**src/rtl/mod6_counter.sv**
```systemverilog
// Free-running modulo-MODULUS up-counter with terminal-count and one-hot phase decode.
// Optional wrap counter output enabled by defining MOD6_COUNTER_WRAP_CNT_EN.
module mod6_counter #(
  parameter int MODULUS = 6,
  parameter int WIDTH   = 3
) (
  input  logic               clk,
  input  logic               reset,
  output logic [WIDTH-1:0]   q,
  output logic               tc,
  output logic [MODULUS-1:0] phase
`ifdef MOD6_COUNTER_WRAP_CNT_EN
  ,
  output logic [7:0]         wrap_cnt
`endif
);

  localparam logic [WIDTH-1:0] LAST = WIDTH'(MODULUS - 1);

  logic [WIDTH-1:0] count_q;
  logic [WIDTH-1:0] count_d;

  // Any value at or beyond the last legal state returns to 0, so upset states self-clear.
  always_comb begin
    count_d = count_q + WIDTH'(1);
    if (count_q >= LAST) begin
      count_d = '0;
    end
  end

  always_ff @(posedge clk) begin
    if (reset) begin
      count_q <= '0;
    end else begin
      count_q <= count_d;
    end
  end

  always_comb begin
    q     = count_q;
    tc    = (count_q == LAST);
    phase = '0;
    for (int i = 0; i < MODULUS; i++) begin
      phase[i] = (count_q == WIDTH'(i));
    end
  end

`ifdef MOD6_COUNTER_WRAP_CNT_EN
  logic [7:0] wrap_q;
  logic [7:0] wrap_d;

  always_comb begin
    wrap_d = wrap_q;
    if (count_q == LAST) begin
      wrap_d = wrap_q + 8'd1;
    end
  end

  always_ff @(posedge clk) begin
    if (reset) begin
      wrap_q <= '0;
    end else begin
      wrap_q <= wrap_d;
    end
  end

  assign wrap_cnt = wrap_q;
`endif

endmodule

```
**config.mk**
```make
export PLATFORM = sky130hd
export DESIGN_NAME = mod6_counter
export DESIGN_NICKNAME = d
export VERILOG_FILES = /design/src/rtl/mod6_counter.sv
export SDC_FILE = /design/constraint.sdc
export NUM_CORES = 1
export LEC_CHECK = 0
export ABC_AREA = 1
export CORE_AREA = 2 2 39 41
export CTS_BUF_LIST = sky130_fd_sc_hd__clkbuf_4
export DETAILED_ROUTE_END_ITERATION = 16
export DIE_AREA = 0 0 41 43
export GPL_TIMING_DRIVEN = 0
export HOLD_SLACK_MARGIN = 0.02
export PLACE_DENSITY = 0.48
export SYNTH_ARGS = -nofsm -noshare
export SYNTH_HDL_FRONTEND = slang
export SYNTH_SLANG_ARGS = --single-unit
```
**constraint.sdc**
```tcl
create_clock -name clk -period 1.7 [get_ports clk]
set_input_delay 0.255 -clock clk [delete_from_list [all_inputs] [get_ports clk]]
set_output_delay 0.255 -clock clk [all_outputs]
set_load 0.005 [all_outputs]
```
==> impl_metrics.yaml <==
timing:
  slew_viol_final: 0
  slew_headroom_pct: 90.6
  tightestPinTransition_ns: 0.140
  fmax_ghz: 0.668
  tns_ns: 0
  setup_violations: 0
  setup_slack_ns: 0.203
  hold_slack_ns: 0.553
  rsz0062_at_grt: "false"
  hold_violations: 0
  period_share_pct: 88.1
  clock_skew_ns: 0.0000730
  fin_crit_ns: 1.50
place:
  gp_congestion: 0.646
  io_buffers: 11
  pre_cts_ws_ns: 0.0980
  dp_hpwl_um: 322
setup_path:
  crit_fanout: 4
  worstPathCellList: "inv_4 > ha_4 > nand2_1 > inv_1 > buf_4 > dlygate4sd2_1"
  critical-path-max-stage-delay_ns: 0.36
  r2r_start: "q[1]$_SDFF_PP0_"
  end_kind: "output port"
  cp.arrival_ns: 1.24
  crit_required_ns: 1.44
  cpLargestDelayFamily: "buffers and inverters"
  crit_start: "q[1]$_SDFF_PP0_"
  reg2reg_slack_ns: 0.65
  critPathBufInv: 4
  worstSetupPathType: "reg2out"
  start_kind: "flip-flop"
  critPathSlowestCell: "dfxtp_4"
synthesis:
  synth_xor_area_share_pct: 0
  seq_area_frac_synth_pct: 27.7
  ys_top_cells_by_count: "inv_1, nor2_1, ha_1"
  synth_fa_ha_area_share_pct: 28.9
  netlist.area_leader.share_pct: 28.9
  synth.distinct_cells: 9
  netlist_instances: 30
  async_reset_ff_share_pct: 0
  synthMuxAreaShare_pct: 0
  synth_seq_cells: 3
  synth_compound_area_share_pct: 6.36
  yosysTopAreaCell: "ha_1"
  syn_nets: 37
  netlist_area_um2: 216
  synth.avg_cell_area_um2: 7.22
  synth.most_common_cell: "inv_1"
  synth_simple_gate_area_share_pct: 15.6
  ys.flop_type: "dfxtp_1"
  yosys_warnings: 0
  synth-edff-count: 0
  netlist_top_cells_area: "ha_1, dfxtp_1, inv_1"
  synth_top_family_by_area: "adder cells"
route:
  avgRoutedWirePerCell_um: 7.13
  wl_met2_um: 247
  drc: 0
  vias: 225
  drt_wl_total_um: 456
  via_per_inst: 3.52
  maxUsedRoutingLayer: "met3"
  first_iter_violations: 0
  drtAntennaViolNets: 0
  first_pass_iters: 1
  met3_length_um: 37
  wirelength_met1_um: 171
global_route:
  antenna_found_initial: 0
  grt_max_degree: 9
  grt_pass1_wl_um: 779
  grt_use_total_pct: 6.72
  grt_pass1_vias: 224
  grt_overflow: 0
pwr:
  power_uw: 350
  ir_worst_vdd_uv: 316
  p_leak_uw: 0.000301
  p_per_area_nw_per_um2: 802
finish:
  syn2layout_area_growth_pct: 102
  largest_register_ffs: 3
  drive_gt1_share_pct: 31.3
  antennaDiodeCount: 0
  num-nets-final: 56
clocking:
  clk_pin_slew_ns: 0.04
  htreeDepth: 1
  cts_root_buf: "clkbuf_4"
  cts_buffer_depth: 2
  cts_made_buffers: 3
  clk_latency_ns: 0.23
  postCtsHoldBufs: 0
  cts_tree: "done"
  cts.sink_count: 3
floorplanning:
  core_um2: 1380
  fp.dieH_um: 43
  start_util_pct: 15.6
  die_w_um: 41
  rows: 14
  ios: 12
  die_area_um2: 1760
run_status:
  status: "finished clean"
worst_hold_path:
  hp-class: "reg2reg"
  hold_start: "q[0]$_SDFF_PP0_"
job:
  drv_cap: 0
## cell type report
class	count	area, um2
repair buffers	14	143
well taps	16	20.0
clock buffers	4	30.0
fillers	163	947
plain buffers	2	15.0
multi-input cells	16	125
inverters	9	36.3
flip-flops and latches	3	67.6
## worst register-to-register path, stage by stage (launching register included)
cell,delay [ns]
dfxtp_4,0.36
inv_4,0.04
ha_4,0.15
buf_4,0.13
a21oi_2,0.12
nand2_1,0.09
nor2_1,0.09
## logic make-up (layout without fill, tap and decap cells)
family | Yosys count | count (layout)
simple gates | 9 | 9
flops | 3 | 3
compound gates | 2 | 2
buf+inv | 11 | 29
fa+ha+maj | 5 | 5
## routing by layer
| layer | GRT usage (%) | vias up |
|---|---|---|
| met5 | 0 | - |
| met4 | 6.00 | 0 |
| met3 | 3.14 | 0 |
| met2 | 10.3 | 7 |
| met1 | 6.09 | 98 |
| li1 | - | 120 |
## cell usage in the layout (no fill, tap or decap)
cell type	n
dfxtp_4	2
dlymetal6s2s_1	5
clkdlybuf4s50_1	4
o21ai_0	1
dlygate4sd2_1	2
nor2_1	6
nand2_1	3
a21oi_2	1
buf_4	5
inv_4	1
ha_2	1
dfxtp_1	1
ha_4	1
clkbuf_4	4
ha_1	3
inv_1	8
## through the flow
| step | utilization (%) | instances | cell area, um2 |
|---|---|---|---|
| 2_1_floorplan | - | 30 | 216 |
| 3_3_place_gp | 25.0 | 57 | 347 |
| 3_5_place_dp | 25.0 | 57 | 347 |
| 4_1_cts | 29.9 | 63 | 414 |
| 5_1_grt | 31.6 | 64 | 437 |
| 6_report | 31.6 | 64 | 437 |
## repair_timing
action / CTS / global route
buffers inserted: 2 / 1
setup endpoints to repair: 7 / 5
gates resized for setup: 11 / 7
pin swaps: 0 / 0
## power by group
group	leakage [uW]	internal [uW]	switching [uW]	total (uW)
Combinational	0.000257	71.2	46.8	118
Clock	0.0000184	104	35.0	139
Sequential	0.0000259	81.6	12.0	93.6
## worst paths after layout
| kind | to | depth (start not counted) |
|---|---|---|
| setup / recovery | phase[5] | 6 |
| hold / removal | q[0]$_SDFF_PP0_ | 2 |
| setup reg to reg | q[1]$_SDFF_PP0_ | 6 |
| hold reg to reg | q[0]$_SDFF_PP0_ | 2 |
Power figures use the tool's default switching activity.
